**config.mk**
```make
export PLATFORM = sky130hd
export DESIGN_NAME = bmd_axist_ep_mem_arb
export DESIGN_NICKNAME = d
export VERILOG_FILES = /design/src/rtl/bmd_axist_mem_arb_pkg.sv /design/src/rtl/bmd_axist_rr_arb2.sv /design/src/rtl/bmd_axist_ep_mem_arb.sv
export SDC_FILE = /design/constraint.sdc
export NUM_CORES = 1
export LEC_CHECK = 0
export ABC_AREA = 1
export BUFFER_PORTS_ARGS = -buffer_cell sky130_fd_sc_hd__buf_2
export CAP_MARGIN = 15
export CORE_MARGIN = 1
export CORE_UTILIZATION = 45
export DETAILED_ROUTE_END_ITERATION = 6
export PLACE_DENSITY = 0.88
export SLEW_MARGIN = 10
export SYNTH_ARGS = -nofsm -noshare
export SYNTH_HDL_FRONTEND = slang
export SYNTH_SLANG_ARGS = --single-unit
```
**constraint.sdc**
```tcl
create_clock -name clk -period 3.1 [get_ports clk]
set_clock_uncertainty 0.1 [all_clocks]
set_input_delay 0 -clock clk [delete_from_list [all_inputs] [get_ports clk]]
set_output_delay 0 -clock clk [all_outputs]
set_load 0.01 [all_outputs]
```
**src/rtl/bmd_axist_mem_arb_pkg.sv**
```systemverilog
// bmd_axist_mem_arb_pkg: shared FSM encoding and widths for the BMD register-file arbiter
package bmd_axist_mem_arb_pkg;
    typedef enum logic [5:0] {
        IDLE     = 6'b000001,
        RD_SETUP = 6'b000010,
        RD_CAP   = 6'b000100,
        WR_ISSUE = 6'b001000,
        WR_WAIT  = 6'b010000,
        DONE     = 6'b100000
    } state_t;
    localparam int MEM_WR_BE_W   = 8;
    localparam int RD_PIPE_DEPTH = 2;
endpackage

```
**src/rtl/bmd_axist_rr_arb2.sv**
```systemverilog
// bmd_axist_rr_arb2: 2-way round-robin grant, fixed port-0 priority under BMD_MEM_ARB_FIXED_PRIO_EN
module bmd_axist_rr_arb2 (
    input  logic       clk,
    input  logic       rst_n,
    input  logic [1:0] req,
    input  logic       advance,
    output logic [1:0] gnt
);
`ifdef BMD_MEM_ARB_FIXED_PRIO_EN
    logic unused_rr;
    assign unused_rr = &{clk, rst_n, advance};
    always_comb gnt = req[0] ? 2'b01 : {req[1], 1'b0};
`else
    logic rr_ptr;
    always_comb gnt = (&req) ? (rr_ptr ? 2'b10 : 2'b01) : req;
    // pointer moves to whichever index lost (or was idle) on this grant
    always_ff @(posedge clk) begin
        if (!rst_n) rr_ptr <= 1'b0;
        else if (advance) rr_ptr <= gnt[0];
    end
`endif
endmodule

```
**src/rtl/bmd_axist_ep_mem_arb.sv**
```systemverilog
// bmd_axist_ep_mem_arb: two-port sequencer for the BMD register file; BMD_MEM_ARB_FIXED_PRIO_EN selects fixed priority
module bmd_axist_ep_mem_arb
    import bmd_axist_mem_arb_pkg::*;
#(
    parameter int ADDR_W     = 7,
    parameter int WR_TIMEOUT = 64,
    parameter int TO_CNT_W   = 8
) (
    input  logic                   clk,
    input  logic                   rst_n,
    input  logic                   req0_valid,
    input  logic                   req0_we,
    input  logic [ADDR_W-1:0]      req0_addr,
    input  logic [3:0]             req0_be,
    input  logic [31:0]            req0_wdata,
    output logic                   req0_done,
    output logic [31:0]            req0_rdata,
    input  logic                   req1_valid,
    input  logic                   req1_we,
    input  logic [ADDR_W-1:0]      req1_addr,
    input  logic [3:0]             req1_be,
    input  logic [31:0]            req1_wdata,
    output logic                   req1_done,
    output logic [31:0]            req1_rdata,
    output logic [ADDR_W-1:0]      mem_addr_o,
    output logic [3:0]             mem_rd_be_o,
    output logic [MEM_WR_BE_W-1:0] mem_wr_be_o,
    output logic [31:0]            mem_wr_data_o,
    output logic                   mem_wr_en_o,
    input  logic [31:0]            mem_rd_data_i,
    input  logic                   mem_wr_busy_i,
    output logic                   arb_busy_o,
    output logic                   arb_owner_o,
    output logic                   wr_timeout_o
);
    state_t              state, state_nx;
    logic [1:0]          gnt;
    logic                grant, sel, sel_we, to_hit, done;
    logic [ADDR_W-1:0]   sel_addr;
    logic [3:0]          sel_be;
    logic [31:0]         sel_wdata;
    logic [TO_CNT_W-1:0] to_cnt;

    assign grant     = (state == IDLE) && (req0_valid || req1_valid);
    assign sel       = gnt[1];
    assign sel_we    = sel ? req1_we : req0_we;
    assign sel_addr  = sel ? req1_addr : req0_addr;
    assign sel_be    = sel ? req1_be : req0_be;
    assign sel_wdata = sel ? req1_wdata : req0_wdata;
    assign to_hit    = to_cnt == TO_CNT_W'(WR_TIMEOUT - 1);

    bmd_axist_rr_arb2 u_arb (
        .clk     (clk),
        .rst_n   (rst_n),
        .req     ({req1_valid, req0_valid}),
        .advance (grant),
        .gnt     (gnt)
    );

    always_comb begin
        state_nx = state;
        case (state)
            IDLE:     state_nx = grant ? (sel_we ? WR_ISSUE : RD_SETUP) : IDLE;
            RD_SETUP: state_nx = RD_CAP;
            RD_CAP:   state_nx = DONE;
            WR_ISSUE: state_nx = WR_WAIT;
            WR_WAIT:  state_nx = (!mem_wr_busy_i || to_hit) ? DONE : WR_WAIT;
            default:  state_nx = IDLE;
        endcase
    end

    // strobes are gated by rst_n so an in-flight access is dropped in the reset cycle itself
    assign done        = (state == DONE) && rst_n;
    assign req0_done   = done && !arb_owner_o;
    assign req1_done   = done && arb_owner_o;
    assign mem_wr_en_o = (state == WR_ISSUE) && rst_n;
    assign arb_busy_o  = state != IDLE;

    always_ff @(posedge clk) begin
        if (!rst_n) begin
            state         <= IDLE;
            arb_owner_o   <= 1'b0;
            mem_addr_o    <= '0;
            mem_rd_be_o   <= '0;
            mem_wr_be_o   <= '0;
            mem_wr_data_o <= '0;
            req0_rdata    <= '0;
            req1_rdata    <= '0;
            to_cnt        <= '0;
            wr_timeout_o  <= 1'b0;
        end else begin
            state <= state_nx;
            if (grant) begin
                arb_owner_o   <= sel;
                mem_addr_o    <= sel_addr;
                mem_rd_be_o   <= sel_we ? 4'h0 : sel_be;
                mem_wr_be_o   <= {{(MEM_WR_BE_W-4){1'b0}}, sel_we ? sel_be : 4'h0};
                mem_wr_data_o <= sel_wdata;
            end
            if (state == DONE) begin
                mem_rd_be_o <= '0;
                mem_wr_be_o <= '0;
            end
            if (state == RD_CAP && !arb_owner_o) req0_rdata <= mem_rd_data_i;
            if (state == RD_CAP && arb_owner_o) req1_rdata <= mem_rd_data_i;
            to_cnt <= (state == WR_WAIT) ? to_cnt + 1'b1 : '0;
            if (state == WR_WAIT && mem_wr_busy_i && to_hit) wr_timeout_o <= 1'b1;
        end
    end
endmodule

```
**After elaboration in Yosys (flattened, before gate mapping)**

Index checks and enable logic that the tools add are counted.

- Div/mod/pow operators: 0
- Shift operators: 0
- Equal/unequal tests: 8
- Add/sub/neg operators: 1
- Muxes and demuxes: 12
- Magnitude comparators: 0
- Multiply operators: 0
- Bitwise operators: 1
- Reductions and logical operators: 16

Operators with widths:

| operator | count |
|---|---|
| 2-to-1 mux 32 bit | 1 |
| one-hot mux 6 bit (5 select lines) | 1 |
| 2-to-1 mux 4 bit | 5 |
| logical AND 1 bit | 9 |
| adder 8 x 1 -> 8 bit, second input constant | 1 |
| equality test 8 x 6 -> 1 bit, second input constant | 1 |
| 2-to-1 mux 7 bit | 1 |
| equality test 6 x 1 -> 1 bit, second input constant | 1 |
| equality test 6 x 2 -> 1 bit, second input constant | 1 |
| equality test 6 x 3 -> 1 bit, second input constant | 1 |
| equality test 6 x 4 -> 1 bit, second input constant | 1 |
| equality test 6 x 5 -> 1 bit, second input constant | 1 |
| equality test 6 bit, second input constant | 1 |
| 2-to-1 mux 6 bit | 1 |
| != test 6 x 1 -> 1 bit, second input constant | 1 |
| 2-to-1 mux 2 bit | 2 |
| AND reduction 2 bit | 2 |
| logical NOT 1 bit | 2 |
| logical OR 1 bit | 2 |
| OR reduction 2 bit | 1 |
| 2-to-1 mux 1 bit | 1 |
| inverter 1 bit | 1 |

- Output and inout bits: 121
- Input port bits: 125
- Bits in writable memories: 0
- Logic and storage cells: 49
- Flip-flop bits (word level): 128
- Memories kept: 0
- Bits in read-only memories: 0
- Bits in latches: 0

**Longest topological paths before layout**

Gate-level depths: netlist (run 1).

- Depth after elaboration: 6
- Mapped depth: 10
- Mapped depth without buffers: 8

**Cells and area by module**

Synthesis (run 1) repeated with hierarchy kept, for this count alone.

- Cell total of the unflattened synthesis: 762
- Area, all modules: 5,275.1 um2

Modules (own cells, without submodules):

| module | area each (um2) | times used | cells an instance | seq. area each (um2) |
|---|---|---|---|---|
| bmd_axist_ep_mem_arb | 5,210.0 | 1 | 750 | 2,542.4 |
| bmd_axist_rr_arb2 | 65.1 | 1 | 12 | 20.0 |

**Worst setup path before layout (run 1)**

No wires, ideal clock.

- Path type: register to register
- Start point: reg state[1]
- End point: reg req1_rdata[10]
- Period minus slack after synthesis: 1,388 ps
- Setup slack: 1,712 ps
- Required time: 2,887 ps
- Setup time: 113 ps
- Arrival: 1,175 ps
- Cell stages (with the launch flop): 8
- Buffers on the path: 1
- Cell sequence: dfxtp_1 -> nor2_2 -> nand4_4 -> nor2_8 -> buf_6 -> nand2_1 -> nand2_1 -> nor2_1

- Cells in the longest elaborated chain, start to end: 2

RTL lines:

| item | line | RTL |
|---|---|---|
| start: declaration | bmd_axist_ep_mem_arb.sv:36 | `state_t state, state_nx;` |
| start signal: assignment | bmd_axist_ep_mem_arb.sv:92 | `state <= state_nx;` |
| equality test 6 x 3 -> 1 bit | bmd_axist_ep_mem_arb.sv:105 | `if (state == RD_CAP && arb_owner_o) req1_rdata <= mem_rd_data_i;` |
| logical AND 1 bit | bmd_axist_ep_mem_arb.sv:105 |  |
| end signal: assignment | bmd_axist_ep_mem_arb.sv:105 |  |
| end: declaration | bmd_axist_ep_mem_arb.sv:24 | `output logic [31:0] req1_rdata,` |

Every way passes these cells.
A chain may end at the register's enable or synchronous reset.

**Worst setup path after layout (run 1)**

- Start point: reg u_arb.rr_ptr
- End point: reg mem_wr_be_o[0]

- Cells in the longest elaborated chain, start to end: 4
- Elaborated cells on any way between the ends: 5
- Classes of those cells: mux (5)

RTL lines:

| item | line | RTL |
|---|---|---|
| start: declaration | bmd_axist_rr_arb2.sv:14 | `logic rr_ptr;` |
| start signal: assignment | bmd_axist_rr_arb2.sv:19 | `else if (advance) rr_ptr <= gnt[0];` |
| 2-to-1 mux 2 bit * (2 in series) | bmd_axist_rr_arb2.sv:15 | `always_comb gnt = (&req) ? (rr_ptr ? 2'b10 : 2'b01) : req;` |
| 2-to-1 mux 4 bit or 2-to-1 mux 1 bit (tied branches) | bmd_axist_ep_mem_arb.sv:48, bmd_axist_ep_mem_arb.sv:46 |  |
| 2-to-1 mux 4 bit * | bmd_axist_ep_mem_arb.sv:97 | `mem_wr_be_o <= {{(MEM_WR_BE_W-4){1'b0}}, sel_we ? sel_be : 4'h0};` |
| end signal: assignment | bmd_axist_ep_mem_arb.sv:97 |  |
| end: declaration | bmd_axist_ep_mem_arb.sv:27 | `output logic [MEM_WR_BE_W-1:0] mem_wr_be_o,` |

Every way passes the cells marked *; elsewhere a longest branch is shown, timed or not.

==> impl_metrics.ini, run 1 <==
[worst_setup_path]
r2r-end = mem_wr_be_o[0]
path_class = flop to flop
r2r_setup_slack_ns = 0.17
reg2reg_depth = 10
critPathArrivalTime_ns = 3.17
critPathMaxFanout = 46
startpoint_type = flop
cp-end-kind = flop
r2r_start = u_arb.rr_ptr
crit_required_ns = 3.34

[sta]
tns_ns = 0
drv_slew = 0
rsz0062_at_grt = false
hold_viol_final = 0
period_share = 0.9449
maxSlewHeadroom = 0.4647
worstMarginPinSlew_ns = 0.8030
setup_viol = 0
holdWs_ns = 0.1015
timing.final.crit_period_ns = 2.929
fmax_mhz = 341.4

[layout]
area.growth.synth_to_final_pct = 53.66
nNetsFinal = 1313
num-fill-cells = 835
diodes = 0
drive_above_1_share = 0.2433

[floorplan]
fp.dieH_microns = 113.7
die_w_microns = 113.7
rows = 40
core_sq_um = 12060
initial_core_util = 0.4651
io_pins = 246
die_area_sq_um = 12920

[clock_tree]
htreeDepth = 4
cts_sinks = 128
cts_setup_buffers = 0
insertion_delay_ns = 0.42
cts_root_buffer = clkbuf_16
cts_buffers = 17
clkTransAtPathRegs_ns = 0.06
cts_tree = built
clockBufferDepth = 2
cts_resized = 0

[yosys]
synthMostInstantiatedCell = nand2_1
synth.top_cell.area_share = 0.4567
synth_edf_count = 0
synth_common_cells = 368 x nand2_1, 141 x nor2_1, 128 x dfxtp_1, 54 x a21oi_1, 51 x inv_1
synth-seq-cells = 128
seq_area_frac_synth = 0.4567
ys_types = 27
yosys.area.top_type = dfxtp_1
synthFlopType = dfxtp_1
synthCells = 841
async_flop_share = 0
synthTopCellsByArea = dfxtp_1 46%, nand2_1 25%, nor2_1 9.4%, a21oi_1 4.8%, inv_1 3.4%
syn_area_per_cell_sq_um = 6.671
synth_area_sq_um = 5610
yosysWarnings = 0

[detailed_routing]
wirelength_microns = 19640
vias_per_cell = 5.008
drc = 0
wl_per_cell_microns = 14.35
ant_nets = 0
first_pass_iters = 5
drt-initial-drc-count = 685
vias = 6851

[placed_design]
numPortBuffers = 241
place_congestion = 0.8093
hpwl_microns = 10200

[power_and_ir_drop]
leakage_nw = 4.406
power_density_nw_per_um2 = 562.4
vdd_ir_drop_max_v = 0.0003829

[run]
drv_cap = 0

[status]
status = finished clean

[worst_hold_path]
holdPathEnd = mem_addr_o[5]
hp-class = input pin to flop
worstHoldStart = rst_n
worstHoldPathCells = 4

[global_route]
grt_start_max_net_pins = 69
grt_usage = 0.3013
antenna_found_initial = 0
first_global_vias = 6516
gr-total-overflow = 0
grt_first_pass_wirelength_microns = 30360
[routing by layer]
| layer | global-route usage | share of wire |
|---|---|---|
| met1 | 0.3111 | 0.36 |
| met2 | 0.5252 | 0.48 |
| met3 | 0.1041 | 0.11 |
| met4 | 0.1851 | 0.051 |
| met5 | 0 | 0 |
[kinds of logic (layout without fill, tap and decap cells)]
family,Yosys count,in the layout,share of synthesized area
flip-flops,128,128,0.4567
AND/OR/NAND/NOR,554,554,0.3963
buffers and inverters,102,458,0.09500
other,1,4,0.0006684
adder cells (fa/ha/maj),1,1,0.002230
AO/OA/AOI/OAI,55,55,0.04906
[how the worst max path moves through the flow]
| stage | from | endpoint | cells past startpoint |
|---|---|---|---|
| 6_report | u_arb.rr_ptr | mem_wr_be_o[0] | 10 |
| 5_1_grt | u_arb.rr_ptr | mem_wr_be_o[0] | 10 |
| 4_1_cts | u_arb.rr_ptr | mem_wr_be_o[0] | 10 |
| 3_5_place_dp | state[1] | req0_rdata[2] | 6 |
| 3_3_place_gp | state[2] | mem_wr_data_o[6] | 6 |
| 2_1_floorplan | state[1] | req1_rdata[10] | 7 |
[through the flow]
step	power, mW	util	instances	setup WS, ns	cell area [sq um]
final	4.849	0.7147	1368	0.1709	8621
after global routing	5.017	0.7147	1368	0.05501	8621
after CTS	4.778	0.7147	1368	0.4030	8621
after detailed placement	2.580	0.5600	1210	1.205	6754
after global placement	2.572	0.5600	1210	1.247	6754
after floorplan	2.329	-	844	1.712	5622
[registers in the layout, indices dropped and copies added, names as in the netlist]
register       flops
wr_timeout_o       1
mem_wr_data_o     32
arb_owner_o        1
state              6
req0_rdata        32
u_arb.rr_ptr       1
mem_addr_o         7
mem_wr_be_o        4
mem_rd_be_o        4
to_cnt             8
req1_rdata        32
[cell type report]
type,count,area (sq um),share of cell area
flip-flops and latches,128,2562,0.2972
multi-input cells,614,2531,0.2936
repair buffers,373,2512,0.2914
clock buffers,19,442.9,0.05138
well taps,168,210.2,0.02438
inverters,53,198.9,0.02308
clock inverters,13,162.7,0.01887
[cells in the final DEF (no fill, tap or decap), types with 3 or more instances in the layout]
cell type / count
dfxtp_1: 128
conb_1: 4
buf_2: 241
clkinv_4: 3
nand2_1: 368
nor3b_1: 3
buf_4: 6
bufinv_16: 3
clkinvlp_4: 3
dlygate4sd3_1: 126
nand4_1: 5
clkbuf_16: 17
nor2_1: 141
a21oi_1: 54
nand3_1: 20
clkinv_2: 3
nor2_4: 3
nor2_2: 3
nor3_1: 3
inv_1: 51
[where the power goes]
part           switching (mW)  internal, mW  leakage, nW
combinational           0.570         0.418         3.08
sequential             0.0710          1.75         1.04
clock                   0.754          1.29        0.289
total                    1.40          3.45         4.41
[critical path: stages, from the launching register on]
cell and delay, ns:
dfxtp_1 0.31, inv_1 0.06, nand2_2 0.11, nand2_1 0.12, buf_4 0.44, nand2_1 0.15, nand2_1 0.11, dlygate4sd3_1 0.60
nand3_1 0.10, dlygate4sd3_1 0.61, a21oi_1 0.12
[timing repair]
| action | CTS | global route |
|---|---|---|
| endpoints found under the hold margin | 117 | 0 |
| hold buffers | 126 | 0 |
| endpoints found under the setup margin | 0 | 0 |
(Power assumes the default switching activity.)
==> run 2, diff against run 1 <==
REMOVE_ABC_BUFFERS = 1   (was not set)
==> impl_metrics.ini, run 2 (synthesis results as in run 1) <==
[placed_design]
dp_slack_ns = 1.148
dp_cells = 1209
numPortBuffers = 241
hpwl_microns = 10410
place_congestion = 0.9179

[detailed_routing]
wl_met1_microns = 6844
wl_met3_microns = 1216
vias_per_cell = 4.934
wirelength_microns = 19370
drt-initial-drc-count = 468
wl_met2_microns = 9727
drc = 0
vias = 6754
wl_per_cell_microns = 14.15
first_pass_iters = 5
routed.top_layer = met4
ant_nets = 0

[worst_hold_path]
hp-class = input pin to flop

[sta]
tns_ns = 0
rsz0062_at_grt = false
timing.final.crit_period_ns = 2.794
maxSlewHeadroom = 0.4633
setup_viol = 0
hold_viol_final = 0
setup_ws_ns = 0.3057
worstMarginPinSlew_ns = 0.8051
fmax_mhz = 357.9
period_share = 0.9014
drv_slew = 0

[floorplan]
die_area_sq_um = 12920
initial_core_util = 0.4651
core_sq_um = 12060
rows = 40
io_pins = 246
fp.dieH_microns = 113.7
die_w_microns = 113.7

[worst_setup_path]
critPathMaxFanout = 46
startpoint_type = flop
cp-end-kind = flop
path_class = flop to flop
critPathArrivalTime_ns = 3.04
crit_required_ns = 3.34

[clock_tree]
cts_tree = built
clkTransAtPathRegs_ns = 0.06
cts_sinks = 128
clockBufferDepth = 2
cts_resized = 0
insertion_delay_ns = 0.42
cts_root_buffer = clkbuf_16
cts_buffers = 17
htreeDepth = 4

[layout]
most-common-layout-cells = 368 x nand2_1, 241 x buf_2, 141 x nor2_1
final_cells = 1369
layout_commonest_cell = nand2_1
largest_registers = mem_wr_data_o (32), req0_rdata (32), req1_rdata (32)
area.growth.synth_to_final_pct = 54.82
drive_above_1_share = 0.2425
nNetsFinal = 1313

[global_route]
gr-total-overflow = 0
grt_first_pass_wirelength_microns = 30460
grt_usage = 0.3021
antenna_found_initial = 1
grt_start_max_net_pins = 65
first_global_vias = 6687

[run]
drv_cap = 0

[status]
status = finished clean

[power_and_ir_drop]
power_density_nw_per_um2 = 566.8
vdd_ir_drop_max_v = 0.0004993
p_total_mw = 4.923
leakage_nw = 4.443
[run 2: changes by cell type in the layout (fill, tap and decap cells not counted), sizes merged]
cell	change
inv	-1
clkbuf	+3
bufinv	+1
diode	+1
clkinv	-1
dlygate4sd3	+1
clkinvlp	-2
buf	-1
[run 2: through the flow]
step	hold slack, ns	instance area (sq um)	util
6_report	0.3324	8686	0.7201
3_5_place_dp	0.2080	6771	0.5614
4_1_cts	0.3149	8683	0.7199
3_3_place_gp	0.2052	6771	0.5614
5_1_grt	0.3522	8686	0.7201
2_1_floorplan	-0.01590	5288	-
[run 2: path summary, 6_finish.rpt]
kind,depth (start not counted),startpoint,end,slack (ns)
setup reg to reg,10,u_arb.rr_ptr,mem_wr_be_o[0],0.31
hold reg to reg,2,wr_timeout_o,wr_timeout_o,0.35
setup / recovery,10,u_arb.rr_ptr,mem_wr_be_o[0],0.31
hold / removal,6,mem_rd_data_i[27],req0_rdata[27],0.33
[run 2: area by class of cell]
type | instances | area, sq um
Fill cell | 849 | 3376
Tap cell | 168 | 210.2
Clock inverter | 10 | 156.4
Inverter | 53 | 198.9
Sequential cell | 128 | 2562
Clock buffer | 22 | 484.2
Multi-Input combinational cell | 614 | 2531
Timing Repair Buffer | 373 | 2540
Antenna cell | 1 | 2.502
[run 2: per-layer routing]
metal  track usage  up-vias
met4        0.2605        0
met2        0.5260      357
met1        0.2905     3017
li1              -     3232
met3       0.09405      148
met5             0        -
[run 2: worst max-delay path, cell delays in order (launching register included)]
cell	delay, ns
dfxtp_1	0.31
inv_1	0.06
nand2_2	0.10
nand2_1	0.12
buf_4	0.43
nand2_1	0.13
nand2_1	0.08
dlygate4sd3_1	0.58
nand3_1	0.08
dlygate4sd3_1	0.60
a21oi_1	0.13
[run 2: repair_timing]
action	CTS	global route
buffers inserted	0	0
hold endpoints to repair	117	0
setup endpoints to repair	0	0
hold buffers	127	0
[run 2: where the power goes]
| part | leakage, nW | internal (mW) | switching (mW) |
|---|---|---|---|
| Combinational | 3.09 | 0.424 | 0.542 |
| Clock | 0.316 | 1.43 | 0.719 |
| Sequential | 1.04 | 1.75 | 0.0628 |
==> run 3, diff against run 2 <==
MAX_ROUTING_LAYER = met4   (was not set)
==> impl_metrics.ini, run 3 (synthesis results as in run 1) <==
[status]
status = finished clean

[detailed_routing]
wl_per_cell_microns = 13.87
ant_nets = 0
drc = 0
vias_per_cell = 4.905
first_pass_iters = 5
drt-initial-drc-count = 412
wirelength_microns = 18950
vias = 6700

[sta]
drv_slew = 0
tns_ns = 0
rsz0062_at_grt = false
period_share = 0.9005
setup_viol = 0
timing.final.crit_period_ns = 2.792
setup_ws_ns = 0.3084
fmax_mhz = 358.2
hold_viol_final = 0
maxSlewHeadroom = 0.4579
worstMarginPinSlew_ns = 0.8131

[power_and_ir_drop]
vdd_ir_drop_max_v = 0.0003655
power_density_nw_per_um2 = 555.8
leakage_nw = 4.408

[worst_setup_path]
critPathArrivalTime_ns = 3.02
cp-end-kind = flop
critPathMaxFanout = 46
reg2reg_depth = 10
startpoint_type = flop
r2r_start = u_arb.rr_ptr
r2r_setup_slack_ns = 0.31
r2r-end = mem_wr_be_o[0]
path_class = flop to flop
crit_required_ns = 3.33

[clock_tree]
cts_root_buffer = clkbuf_16
cts_setup_buffers = 0
clockBufferDepth = 2
htreeDepth = 4
insertion_delay_ns = 0.40
cts_buffers = 17
clkTransAtPathRegs_ns = 0.06
cts_tree = built
cts_sinks = 128

[placed_design]
numPortBuffers = 241
place_congestion = 0.8761
hpwl_microns = 10320
dp_slack_ns = 1.150

[worst_hold_path]
worstHoldPathCells = 3
worstHoldStart = rst_n
holdPathEnd = req0_rdata[0]
hp-class = input pin to flop

[global_route]
first_global_vias = 6593
gr-total-overflow = 0
grt_first_pass_wirelength_microns = 29880
grt_start_max_net_pins = 65
antenna_found_initial = 0
grt_usage = 0.3022

[layout]
area.growth.synth_to_final_pct = 53.46
num-fill-cells = 873
layout_commonest_cell = nand2_1
diodes = 0
drive_above_1_share = 0.2412
nNetsFinal = 1311
most-common-layout-cells = 368 x nand2_1, 241 x buf_2, 141 x nor2_1
largest_registers = mem_wr_data_o (32), req0_rdata (32), req1_rdata (32)

[floorplan]
die_area_sq_um = 12920
die_w_microns = 113.7
io_pins = 246
fp.dieH_microns = 113.7
initial_core_util = 0.4651
core_sq_um = 12060
rows = 40

[run]
drv_cap = 0
==> run 3: worst max-delay path by stage <==
stage | to | cells past startpoint | slack, ns | startpoint
final | mem_wr_be_o[0] | 10 | 0.31 | u_arb.rr_ptr
after global routing | mem_wr_be_o[0] | 10 | 0.14 | u_arb.rr_ptr
after CTS | mem_wr_be_o[0] | 10 | 0.48 | u_arb.rr_ptr
after detailed placement | mem_wr_data_o[13] | 6 | 1.15 | state[2]
after global placement | mem_addr_o[1] | 6 | 1.18 | state[2]
after floorplan | mem_addr_o[0] | 4 | 0.91 | state[2]
==> run 3: metrics by stage <==
stage	cells	utilization	total power [mW]	cell area (sq um)	hold slack, ns
2_1_floorplan	795	-	2.260	5288	-0.01590
3_3_place_gp	1209	0.5604	2.560	6759	0.2042
3_5_place_dp	1209	0.5604	2.577	6759	0.2012
4_1_cts	1366	0.7138	4.749	8610	0.005392
5_1_grt	1366	0.7138	4.982	8610	0.03421
6_report	1366	0.7138	4.785	8610	0.02632
==> run 3: where the power goes <==
group	switching, mW	internal, mW	leakage [nW]
sequential	0.0617	1.75	1.04
combinational	0.545	0.414	3.08
clock	0.712	1.30	0.294
total	1.32	3.47	4.41
==> run 3: final cells by class <==
class	instances	area (sq um)	area share
sequential	128	2562	0.2976
multi-input combinational	614	2531	0.2940
timing repair buffer	371	2507	0.2912
clock buffer	22	464.2	0.05392
tap	168	210.2	0.02442
inverter	53	198.9	0.02311
clock inverter	10	135.1	0.01570
==> run 3: metal layers <==
layer | GRT usage | vias up | routed length [microns] | share of wire
met1 | 0.3025 | 3025 | 6974 | 0.37
met4 | 0.2228 | 0 | 1300 | 0.069
met5 | - | - | 0 | 0
met3 | 0.07226 | 120 | 1080 | 0.057
li1 | - | 3234 | - | -
met2 | 0.5146 | 321 | 9596 | 0.51
==> run 3: what timing repair did <==
item / CTS / global route
hold endpoints to repair: 117 / 0
hold buffers: 125 / 0
gates resized for setup: 0 / 0
endpoints found under the setup margin: 0 / 0
==> run 3: critical path, stage by stage (launching register included) <==
cell and delay (ns):
dfxtp_1 0.31, inv_1 0.06, nand2_2 0.11, nand2_1 0.12, buf_4 0.43, nand2_1 0.11
nand2_1 0.09, dlygate4sd3_1 0.58, nand3_1 0.09, dlygate4sd3_1 0.61, a21oi_1 0.12
